$ cat config.mk
export PLATFORM = sky130hd
export DESIGN_NAME = argmax_classifier
export DESIGN_NICKNAME = d
export VERILOG_FILES = /design/src/rtl/argmax_classifier.sv
export SDC_FILE = /design/constraint.sdc
export NUM_CORES = 1
export LEC_CHECK = 0
export BUFFER_PORTS_ARGS = -buffer_cell sky130_fd_sc_hd__buf_4
export CORE_MARGIN = 1
export CORE_UTILIZATION = 47
export CTS_BUF_LIST = sky130_fd_sc_hd__clkbuf_16
export DETAILED_ROUTE_END_ITERATION = 6
export GPL_TIMING_DRIVEN = 0
export PLACE_DENSITY = 0.71
export SYNTH_ARGS = -nofsm -noshare
export SYNTH_HDL_FRONTEND = slang
export SYNTH_SLANG_ARGS = --single-unit
$ cat constraint.sdc
create_clock -name clk -period 4.7 [get_ports clk]
set_clock_uncertainty 0.1 [all_clocks]
set_input_delay 1.41 -clock clk [delete_from_list [all_inputs] [get_ports clk]]
set_output_delay 1.41 -clock clk [all_outputs]
set_load 0.02 [all_outputs]
$ cat src/rtl/argmax_classifier.sv
// Streaming argmax over one frame of signed classifier scores.
// Presents the winning index/score on a held output handshake and flags frames of the wrong length.
module argmax_classifier #(
    parameter int unsigned DATA_WIDTH  = 16,
    parameter int unsigned NUM_OUTPUTS = 10,
    parameter int unsigned IDX_WIDTH   = 4
) (
    input  logic                  clk,
    input  logic                  rst_n,
    input  logic                  in_valid,
    output logic                  in_ready,
    input  logic [DATA_WIDTH-1:0] in_data,
    input  logic                  in_last,
    output logic                  out_valid,
    input  logic                  out_ready,
    output logic [IDX_WIDTH-1:0]  out_class,
    output logic [DATA_WIDTH-1:0] out_score,
    output logic                  out_err
);

    localparam logic [IDX_WIDTH-1:0] LAST_IDX = IDX_WIDTH'(NUM_OUTPUTS - 1);

    typedef enum logic {
        ST_ACCUM  = 1'b0,
        ST_RESULT = 1'b1
    } state_t;

    state_t                  state_q;
    logic [IDX_WIDTH-1:0]    idx_q;
    logic [IDX_WIDTH-1:0]    idx_d;
    logic [DATA_WIDTH-1:0]   max_q;
    logic [DATA_WIDTH-1:0]   max_d;
    logic [IDX_WIDTH-1:0]    max_idx_q;
    logic [IDX_WIDTH-1:0]    max_idx_d;
    logic                    out_valid_q;
    logic [IDX_WIDTH-1:0]    out_class_q;
    logic [DATA_WIDTH-1:0]   out_score_q;
    logic                    out_err_q;

    logic                    in_fire;
    logic                    beat_wins;
    logic                    at_last_idx;
    logic                    frame_end;
    logic                    frame_err;

    // Ready depends only on state and reset so it can never loop back through in_valid.
    assign in_ready = rst_n && (state_q == ST_ACCUM);
    assign in_fire  = in_valid && in_ready;

    // Running-max update including the current beat; strict compare keeps the earliest index on ties.
    always_comb begin
        beat_wins   = 1'b0;
        at_last_idx = 1'b0;
        frame_end   = 1'b0;
        frame_err   = 1'b0;
        max_d       = max_q;
        max_idx_d   = max_idx_q;
        idx_d       = idx_q;

        at_last_idx = (idx_q == LAST_IDX);
        beat_wins   = (idx_q == '0) || ($signed(in_data) > $signed(max_q));
        frame_end   = in_last || at_last_idx;
        frame_err   = !(in_last && at_last_idx);

        if (beat_wins) begin
            max_d     = in_data;
            max_idx_d = idx_q;
        end

        if (frame_end) begin
            idx_d = '0;
        end else begin
            idx_d = idx_q + IDX_WIDTH'(1);
        end
    end

    always_ff @(posedge clk) begin
        if (!rst_n) begin
            state_q     <= ST_ACCUM;
            idx_q       <= '0;
            max_q       <= '0;
            max_idx_q   <= '0;
            out_valid_q <= 1'b0;
            out_class_q <= '0;
            out_score_q <= '0;
            out_err_q   <= 1'b0;
        end else begin
            case (state_q)
                ST_ACCUM: begin
                    if (in_fire) begin
                        idx_q     <= idx_d;
                        max_q     <= max_d;
                        max_idx_q <= max_idx_d;
                        if (frame_end) begin
                            state_q     <= ST_RESULT;
                            out_valid_q <= 1'b1;
                            out_class_q <= max_idx_d;
                            out_score_q <= max_d;
                            out_err_q   <= frame_err;
                        end
                    end
                end
                ST_RESULT: begin
                    // Result is held unchanged until the consumer takes it.
                    if (out_ready) begin
                        state_q     <= ST_ACCUM;
                        out_valid_q <= 1'b0;
                    end
                end
                default: begin
                    state_q <= ST_ACCUM;
                end
            endcase
        end
    end

    assign out_valid = out_valid_q;
    assign out_class = out_class_q;
    assign out_score = out_score_q;
    assign out_err   = out_err_q;

endmodule

==> out/results.tsv, run 1 <==
metric	value	unit
outcome	finished clean	
CP endpoint kind	flip-flop	
dominant synthesized flop cell	dfxtp_1	
CTS tree	done	
# H-tree levels	2	
reg-to-reg critical path startpoint	max_q[15]$_SDFFE_PN0P_	
TritonCTS Buffers	5	
Slew @ Worst Pin	0.7707	ns
largest net degree at the start of global routing	14	
port buffer count	42	
reg-to-reg slack, setup	1.52	ns
# diodes	0	
Crit Path Max Fanout	10	
CTS root buf	clkbuf_16	
total gr overflow	0	
hold path cells	2	
first-pass GRT wire length	10.92	mm
Setup violations, final	0	
GP Congestion	0.8695	
Fmax	248.8	MHz
GR Util All Layers	25.95	%
EDFF count, synth	0	
Seq/Total Area, Yosys	37.03	%
Hold Crit Class	reg -> reg	
final-report max-slew violation count	0	
crit-path max cell delay	0.47	ns
CP dominant cell by count	o211ai_1	
die height	75.53	um
I/O pin count	44	
Post-CTS Repair Setup Buffers	0	
critical path data required time	4.81	ns
Slew headroom	48.62	%
CTS sink cnt	47	
Post-Syn Instances	297	
router iterations before antenna repair	4	
CTS Hold Buffers Added	0	
worst path cell trace	buf_4 -> ha_1 -> nand4_1 -> nor4_1 -> and4_1 -> and2_1 -> buf_1 -> clkbuf_1 -> o211ai_1 -> o211ai_1	
Seq. cell area	940.9	um^2
WS Path Type	in -> reg	
Pleak	0.001273	uW
sum of negative setup slack	0	ns
via count	2367	
Post-Syn Area per Cell	8.556	um^2
DPL Wire Length	4.766	mm
synth warn	0	
fill cell count	465	
Worst Reg-to-Reg Cells	10	
vias in the first global route	2195	
footprint of the multi-input gates	0.001418	mm^2
Peak VDD IR	0.0001569	V
# rows	26	
Min-Delay Startpoint	max_idx_q[1]$_SDFFE_PN0P_	
mapped cell area	0.002541	mm^2
routed wire length	6.714	mm
Synthesized Nets	337	
critical path launch point type	input pin	
Total Die Area	0.005705	mm^2
Clk pin slew, worst setup/hold paths	0.06	ns
share of layout cells above drive strength 1	19.02	%
Max Buffers Root-to-Sink	2	
post-CTS sizing	0	
Die W	75.53	um
minimum clock period	4.019	ns
Layout area overhead	21.27	%
RSZ-0062 raised after global routing	no	
fin crit share	85.50	%
CP Data Arrival Time	4.13	ns
Distinct cells, synth	41	
clock latency on the worst-skew pair	0.29	ns
DRT antenna net count	0	
vias per cell	5.676	
Power Dens Cells	310.4	mW/mm^2
capture point of the worst reg-to-reg path	out_score[6]$_SDFFE_PN0P_	
FF+latch count, synth	47	
asr flop ratio synth	0	%
Worst Slack Setup Final	0.6814	ns
wire per inst	16.10	um
Hold Path End	max_idx_q[1]$_SDFFE_PN0P_	
initial antenna violation count	0	
initial core utilization	49.13	%
pre-CTS WS	0.5170	ns
Nets	386	
DRC	0	
Core ar.	0.005172	mm^2
final hold viol count	0	
max cap viols	0	
Critical-path top delay cell	clkbuf_1	
Initial DRC Count	142	
-- area by class of cell --
class / count / area share [%]
plain buffers: 20 / 3.004
flip-flops and latches: 47 / 30.53
inverters: 24 / 2.923
multi-input cells: 206 / 46.00
well taps: 70 / 2.842
clock buffers: 5 / 4.060
clock inverters: 3 / 0.4060
repair buffers: 42 / 10.23
-- worst max path at each step --
stage / endpoint / from / depth (start not counted)
after floorplan: max_idx_q[3]$_SDFFE_PN0P_ / in_data[13] / 8
after global placement: out_score[1]$_SDFFE_PN0P_ / in_data[15] / 10
after CTS: out_score[6]$_SDFFE_PN0P_ / in_data[14] / 10
after detailed placement: out_score[6]$_SDFFE_PN0P_ / in_data[14] / 10
final: out_score[6]$_SDFFE_PN0P_ / in_data[14] / 10
after global routing: out_score[8]$_SDFFE_PN0P_ / in_data[14] / 10
-- metal layers --
| layer | global-route usage (%) | vias up | wire length (um) |
|---|---|---|---|
| met2 | 41.77 | 68 | 3194 |
| met4 | 7.819 | 0 | 63 |
| li1 | - | 1173 | - |
| met5 | 0 | - | 0 |
| met1 | 35.45 | 1121 | 3098 |
| met3 | 4.762 | 5 | 357 |
-- cell usage in the layout (no fill, tap or decap), types with 3 or more instances in the layout --
cell type / instances
nand2_1: 47
dfxtp_1: 47
buf_4: 42
o211ai_1: 27
inv_1: 26
nand3_1: 19
ha_1: 19
nand4_1: 13
clkbuf_1: 11
nor2_1: 9
mux2i_1: 8
o21ai_2: 8
o21ai_0: 6
a21oi_1: 6
buf_1: 5
o311ai_0: 5
clkbuf_16: 5
and2_1: 4
nor4_1: 4
and3_1: 3
a311o_1: 3
-- critical path: cells and delay by family --
family / cells / cell delay [ns]
buffers and inverters: 3 / 1.00
AO/OA/AOI/OAI: 2 / 0.32
adder cells (fa/ha/maj): 1 / 0.29
AND/OR/NAND/NOR: 4 / 1.10
-- metrics by stage --
stage               hold WS, ns  power (uW)  utilization [%]  area (um^2)  cells
floorplan                0.3388       557.3                -         2541    297
global placement         0.3491       619.3            56.92         2944    409
detailed placement       0.3540       623.7            56.92         2944    409
CTS                      0.3626       962.9            59.58         3082    417
global route             0.3916        1001            59.58         3082    417
finish                   0.3603       956.4            59.58         3082    417
-- logic make-up (layout without fill, tap and decap cells) --
family / count (synthesis) / count (layout) / synth area share, %
buffers and inverters: 44 / 94 / 7.189
xor gates and xnor gates: 3 / 3 / 1.034
DFF: 47 / 47 / 37.03
adders and majority gates: 19 / 19 / 9.355
muxes: 8 / 8 / 3.151
and+or+nand+nor: 108 / 108 / 20.78
AOI/OAI and AO/OA: 68 / 68 / 21.47
-- sequential cells by signal, summed over array words and instances (netlist names) --
signal and flops:
max_idx_q 4, idx_q 4, out_valid 1, max_q 16, out_class 4, out_score 16
state_q 1, out_err 1
-- cells in the mapped netlist (5+ instances only) --
cell type | n | area (um^2)
a21oi_1 | 6 | 30.03
nor2_1 | 9 | 33.78
ha_1 | 19 | 237.7
nand2_1 | 47 | 176.4
o21ai_2 | 8 | 70.07
dfxtp_1 | 47 | 940.9
buf_1 | 5 | 18.77
nand3_1 | 19 | 95.09
clkbuf_1 | 11 | 41.29
o211ai_1 | 27 | 202.7
o311ai_0 | 5 | 43.79
inv_1 | 24 | 90.09
mux2i_1 | 8 | 80.08
o21ai_0 | 6 | 30.03
nand4_1 | 13 | 81.33
-- where the power goes --
group / leakage, uW / switching, uW / internal [uW]
Sequential: 0.000384 / 16.3 / 423
Combinational: 0.000813 / 107 / 71.2
Clock: 0.0000762 / 147 / 192
Total: 0.00127 / 270 / 686
No activity file was read; power rests on OpenSTA's default activity.
==> run 2, diff against run 1 <==
--- a/config.mk
+++ b/config.mk
@@ -6,9 +6,10 @@
 export NUM_CORES = 1
 export LEC_CHECK = 0
 export BUFFER_PORTS_ARGS = -buffer_cell sky130_fd_sc_hd__buf_4
+export CAP_MARGIN = 0
 export CORE_MARGIN = 1
 export CORE_UTILIZATION = 47
-export CTS_BUF_LIST = sky130_fd_sc_hd__clkbuf_16
+export CTS_BUF_LIST = sky130_fd_sc_hd__clkbuf_8
 export DETAILED_ROUTE_END_ITERATION = 6
 export GPL_TIMING_DRIVEN = 0
 export PLACE_DENSITY = 0.71
==> run 2 against run 1 <==
  * Sequential power about the same
  * Via count fell by 1.1%
  * Critical path type unchanged
  * Maximum frequency increased by 2.9%
  * Highest routed layer unchanged
  * Cell area shrank 1.8%
  * Count of clock-buffer cells in the layout unchanged
  * Largest power group unchanged
  * Die area unchanged
==> out/results.tsv, run 2 (synthesis results as in run 1) <==
metric	value	unit	change
final-report max-slew violation count	0		unchanged
reg-to-reg slack, setup	1.60	ns	+0.08 ns
Slew @ Worst Pin	0.7387	ns	-0.03193 ns
post-CTS sizing	0		unchanged
Core ar.	0.005172	mm^2	unchanged
Pleak	0.001248	uW	-2.0%
CTS tree	done		
minimum clock period	3.905	ns	-0.1137 ns
initial antenna violation count	0		unchanged
Clk pin slew, worst setup/hold paths	0.08	ns	+0.02 ns
CP endpoint kind	flip-flop		
Initial DRC Count	96		-32%
crit-path max cell delay	0.48	ns	about the same
CP Data Arrival Time	4.03	ns	-0.10 ns
via count	2342		-1.1%
initial core utilization	49.13	%	unchanged
# diodes	0		unchanged
share of layout cells above drive strength 1	19.02	%	unchanged
total gr overflow	0		unchanged
Fmax	256.1	MHz	+2.9%
Top Layer Used	met4		
clock latency on the worst-skew pair	0.31	ns	+0.02 ns
Peak VDD IR	0.0001267	V	-19%
fin util	58.49	%	-1.1 points
CTS sink cnt	47		unchanged
RSZ-0062 raised after global routing	no		
commonest cells after routing, fill and taps aside	nand2_1, dfxtp_1, buf_4		
vias in the first global route	2165		-1.4%
first-pass GRT wire length	10.87	mm	-0.50%
Total Die Area	0.005705	mm^2	unchanged
Critical-path top delay cell	clkbuf_1		
routed wire length	6.638	mm	-1.1%
port buffer count	42		unchanged
vias per cell	5.616		-1.1%
CTS Hold Buffers Added	0		unchanged
Post-CTS Repair Setup Buffers	0		unchanged
CP dominant cell by count	o211ai_1		
DRT antenna net count	0		unchanged
Hold Crit Class	reg -> reg		
wire per inst	15.92	um	-1.1%
sum of negative setup slack	0	ns	unchanged
I/O pin count	44		unchanged
GR Util All Layers	25.70	%	-0.25 points
Crit Path Max Fanout	10		unchanged
TritonCTS Buffers	5		unchanged
Routed met1 length	3.077	mm	-0.68%
Nets	386		unchanged
largest net degree at the start of global routing	14		unchanged
Power Dens Cells	281.4	mW/mm^2	-9.3%
DRC	0		unchanged
outcome	finished clean		
Layout area overhead	19.05	%	
Setup violations, final	0		unchanged
critical path launch point type	input pin		
critical path data required time	4.83	ns	+0.02 ns
fin crit share	83.08	%	-2.4 points
DPL Wire Length	4.766	mm	unchanged
max cap viols	0		unchanged
met2 wire len	3.199	mm	+0.16%
die height	75.53	um	unchanged
final hold viol count	0		unchanged
router iterations before antenna repair	4		unchanged
# rows	26		unchanged
Die W	75.53	um	unchanged
# H-tree levels	2		unchanged
CTS root buf	clkbuf_8		
WS Path Type	in -> reg		
final cell count without fillers	417		unchanged
Max Buffers Root-to-Sink	2		unchanged
met3 wire length	286	um	-20%
Slew headroom	50.75	%	+2.1 points
GP Congestion	0.8695		unchanged
Placed Instances	409		unchanged
worst path cell trace	buf_4 -> ha_1 -> nand4_1 -> nor4_1 -> and4_1 -> and2_1 -> buf_1 -> clkbuf_1 -> o211ai_1 -> o211ai_1		
-- run 2: per-layer routing --
layer,up-vias,global-route usage (%)
li1,1174,-
met1,1116,35.45
met2,45,41.57
met3,7,3.968
met4,0,7.613
met5,-,0
-- run 2: final cells by class --
class | instances | area, um^2
fill | 471 | 2147
inverter | 24 | 90.09
tap | 70 | 87.58
buffer | 20 | 92.59
timing repair buffer | 42 | 315.3
clock buffer | 5 | 68.82
sequential | 47 | 940.9
clock inverter | 3 | 12.51
multi-input combinational | 206 | 1418
-- run 2: worst paths after layout --
check | depth (start not counted) | endpoint | start
max | 10 | out_score[6]$_SDFFE_PN0P_ | in_data[15]
min | 2 | max_idx_q[1]$_SDFFE_PN0P_ | max_idx_q[1]$_SDFFE_PN0P_
max reg2reg | 10 | out_score[6]$_SDFFE_PN0P_ | max_q[15]$_SDFFE_PN0P_
min reg2reg | 2 | max_idx_q[1]$_SDFFE_PN0P_ | max_idx_q[1]$_SDFFE_PN0P_
-- run 2: where the power goes --
part	leakage, uW	switching, uW	internal [uW]
registers	0.000384	16.1	422
logic	0.000813	106	71.2
clock network	0.0000505	135	100
-- run 2: worst max-delay path, delay by kind of cell --
family | cells | cell delay [ns]
buf+inv | 3 | 1.02
compound gates | 2 | 0.28
fa+ha+maj | 1 | 0.29
simple gates | 4 | 1.03
-- run 2: per-stage QoR --
step / hold WS [ns] / total power [uW] / area (um^2) / worst slack [ns]
2_1_floorplan: 0.3388 / 557.3 / 2541 / 0.9686
3_3_place_gp: 0.3491 / 619.3 / 2944 / 0.4920
3_5_place_dp: 0.3540 / 623.7 / 2944 / 0.5170
4_1_cts: 0.3663 / 862.1 / 3025 / 0.8292
5_1_grt: 0.3954 / 895.4 / 3025 / 0.6323
6_report: 0.3641 / 851.5 / 3025 / 0.7951
==> run 3, diff against run 2 <==
--- a/config.mk
+++ b/config.mk
@@ -12,7 +12,7 @@
 export CTS_BUF_LIST = sky130_fd_sc_hd__clkbuf_8
 export DETAILED_ROUTE_END_ITERATION = 6
 export GPL_TIMING_DRIVEN = 0
-export PLACE_DENSITY = 0.71
+export PLACE_DENSITY = 0.73
 export SYNTH_ARGS = -nofsm -noshare
 export SYNTH_HDL_FRONTEND = slang
 export SYNTH_SLANG_ARGS = --single-unit
==> constraint.sdc (replaced) <==
create_clock -name clk -period 3.47 [get_ports clk]
set_clock_uncertainty 0.1 [all_clocks]
set_input_delay 1.041 -clock clk [delete_from_list [all_inputs] [get_ports clk]]
set_output_delay 1.041 -clock clk [all_outputs]
set_load 0.02 [all_outputs]
==> run 3 against run 2 <==
  * Combinational power rose by 38%
  * Core utilization grew 0.68 points
  * Hold slack improved by 0.0028 ns
  * First-iteration DRC count up 84%
  * Setup slack worse by 0.68 ns
  * Sequential cell count unchanged
  * Via count up 2.9%
  * Largest power group unchanged
  * Sequential share of layout area fell by 0.36 points
  * Power increased by 41%
  * Non-clock buffer count up 1
  * Wire length up 3.1%
  * Critical path type unchanged
  * Cell count rose by 0.24%
==> out/results.tsv, run 3 (synthesis results as in run 1) <==
metric	value	unit	change
final-report max-slew violation count	0		unchanged
CTS Hold Buffers Added	0		unchanged
minimum clock period	3.351	ns	
routed wire length	6.844	mm	+3.1%
CP top delay family	compound AO/OA/AOI/OAI gates		
Slew @ Worst Pin	0.6663	ns	-0.07243 ns
commonest non-fill, non-tap cell in the layout	dfxtp_1		
CTS root buf	clkbuf_8		
via count	2410		+2.9%
max cap viols	0		unchanged
Peak VDD IR	0.0002211	V	+75%
crit-path max cell delay	0.45	ns	-0.03 ns
GR Util All Layers	25.86	%	+0.17 points
Max Buffers Root-to-Sink	2		unchanged
Initial DRC Count	177		+84%
Setup violations, final	0		unchanged
total chip power	1205	uW	+41%
WP buf/inv	2		-1
Slew headroom	55.58	%	+4.8 points
largest net degree at the start of global routing	14		unchanged
initial core utilization	49.13	%	unchanged
vias per cell	5.766		+2.7%
CTS tree	done		
wire per inst	16.37	um	+2.9%
fill cell count	488		+3.6%
first-pass GRT wire length	10.99	mm	+1.1%
Placed Instances	409		unchanged
CTS sink cnt	47		unchanged
share of layout cells above drive strength 1	20.69	%	+1.7 points
final hold viol count	0		unchanged
final cell count without fillers	418		+0.24%
Hold Crit Class	reg -> reg		
footprint of the multi-input gates	0.001421	mm^2	+0.26%
commonest cells after routing, fill and taps aside	dfxtp_1, nand2_1, buf_4		
critical path data required time	3.55	ns	-1.28 ns
TritonCTS Buffers	5		unchanged
Fmax	298.5	MHz	
Power Dens Cells	393.6	mW/mm^2	+40%
Critical-path top delay cell	or4_4		
initial antenna violation count	0		unchanged
DPL Wire Length	4.789	mm	+0.48%
I/O pin count	44		unchanged
Total Die Area	0.005705	mm^2	unchanged
vias in the first global route	2302		+6.3%
fin crit share	96.56	%	
die height	75.53	um	unchanged
# H-tree levels	2		unchanged
WS Path Type	in -> reg		
outcome	finished clean		
pre-CTS WS	-0.3985	ns	-0.9156 ns
Clk pin slew, worst setup/hold paths	0.09	ns	about the same
Die W	75.53	um	unchanged
Seq. cell area	940.9	um^2	unchanged
worst path cell trace	buf_4 -> ha_1 -> a21o_1 -> a211o_1 -> or4_4 -> a2111o_1 -> nand2_2 -> buf_2 -> o211ai_1		
Nets	387		+0.26%
Crit Path Max Fanout	10		unchanged
port buffer count	42		unchanged
Core ar.	0.005172	mm^2	unchanged
Layout area overhead	20.43	%	
# diodes	0		unchanged
clock latency on the worst-skew pair	0.30	ns	about the same
router iterations before antenna repair	5		+1
# rows	26		unchanged
CP Data Arrival Time	3.43	ns	-0.60 ns
CP endpoint kind	flip-flop		
GP Congestion	0.8629		-0.76%
critical path launch point type	input pin		
Worst Slack Setup Final	0.1194	ns	-0.6757 ns
total gr overflow	0		unchanged
DRT antenna net count	0		unchanged
Pleak	0.001267	uW	+1.6%
DRC	0		unchanged
RSZ-0062 raised after global routing	no		
## run 3: cell count changes in the layout (fill, tap and decap cells not counted), sizes merged
| cell | before | now |
|---|---|---|
| buf | 51 | 52 |
| clkbuf | 16 | 18 |
| clkinv | 1 | 0 |
| inv | 26 | 25 |
## run 3: worst paths after layout
| path | depth (start not counted) | to | slack [ns] | start |
|---|---|---|---|---|
| setup / recovery | 9 | out_score[8]$_SDFFE_PN0P_ | 0.12 | in_data[13] |
| hold / removal | 2 | out_valid$_SDFFE_PN0P_ | 0.37 | out_valid$_SDFFE_PN0P_ |
| setup reg to reg | 9 | out_score[8]$_SDFFE_PN0P_ | 0.59 | max_q[13]$_SDFFE_PN0P_ |
| hold reg to reg | 2 | out_valid$_SDFFE_PN0P_ | 0.37 | out_valid$_SDFFE_PN0P_ |
## run 3: layout make-up
class	instances	share of cell area, %
inverters	24	2.944
clock inverters	1	0.1226
multi-input cells	206	46.44
clock buffers	7	3.148
plain buffers	19	2.944
well taps	70	2.862
flip-flops and latches	47	30.74
repair buffers	44	10.79
## run 3: metrics by stage
step	hold slack, ns	utilization (%)	cell area [um^2]	TNS [ns]
4_1_cts	0.3764	58.88	3045	0
2_1_floorplan	0.3388	-	2541	0
6_report	0.3669	59.17	3060	0
3_5_place_dp	0.3640	56.92	2944	-8.051
5_1_grt	0.4056	59.17	3060	0
3_3_place_gp	0.3487	56.92	2944	-7.032
## run 3: power breakdown
part / internal (uW) / total (uW) / leakage, uW / switching, uW
logic: 98.9 / 246 / 0.000827 / 147
clock network: 179 / 364 / 0.0000557 / 185
registers: 572 / 594 / 0.000384 / 22.2
## run 3: worst register-to-register path: cells and delay by family, from the launching register on
family          cells  cell delay [ns]
compound gates      4             1.04
simple gates        2             0.66
flops               1             0.36
buf+inv             2             0.32
fa+ha+maj           1             0.28
## run 3: layer usage
metal  routed length, um  global-route usage, %  share of wire [%]  vias to the layer above
met4                  80                  8.848                1.2                        0
li1                    -                      -                  -                     1179
met1                3102                  34.67                 45                     1143
met2                3315                  42.36                 48                       79
met5                   0                      0                  0                        -
met3                 347                  4.233                5.1                        9
## run 3: repair_timing
| action | 4_1_cts | 5_1_grt |
|---|---|---|
| pin swaps | 0 | 1 |
| buffers inserted | 0 | 2 |
| endpoints found under the setup margin | 10 | 28 |
| gates resized for setup | 1 | 3 |
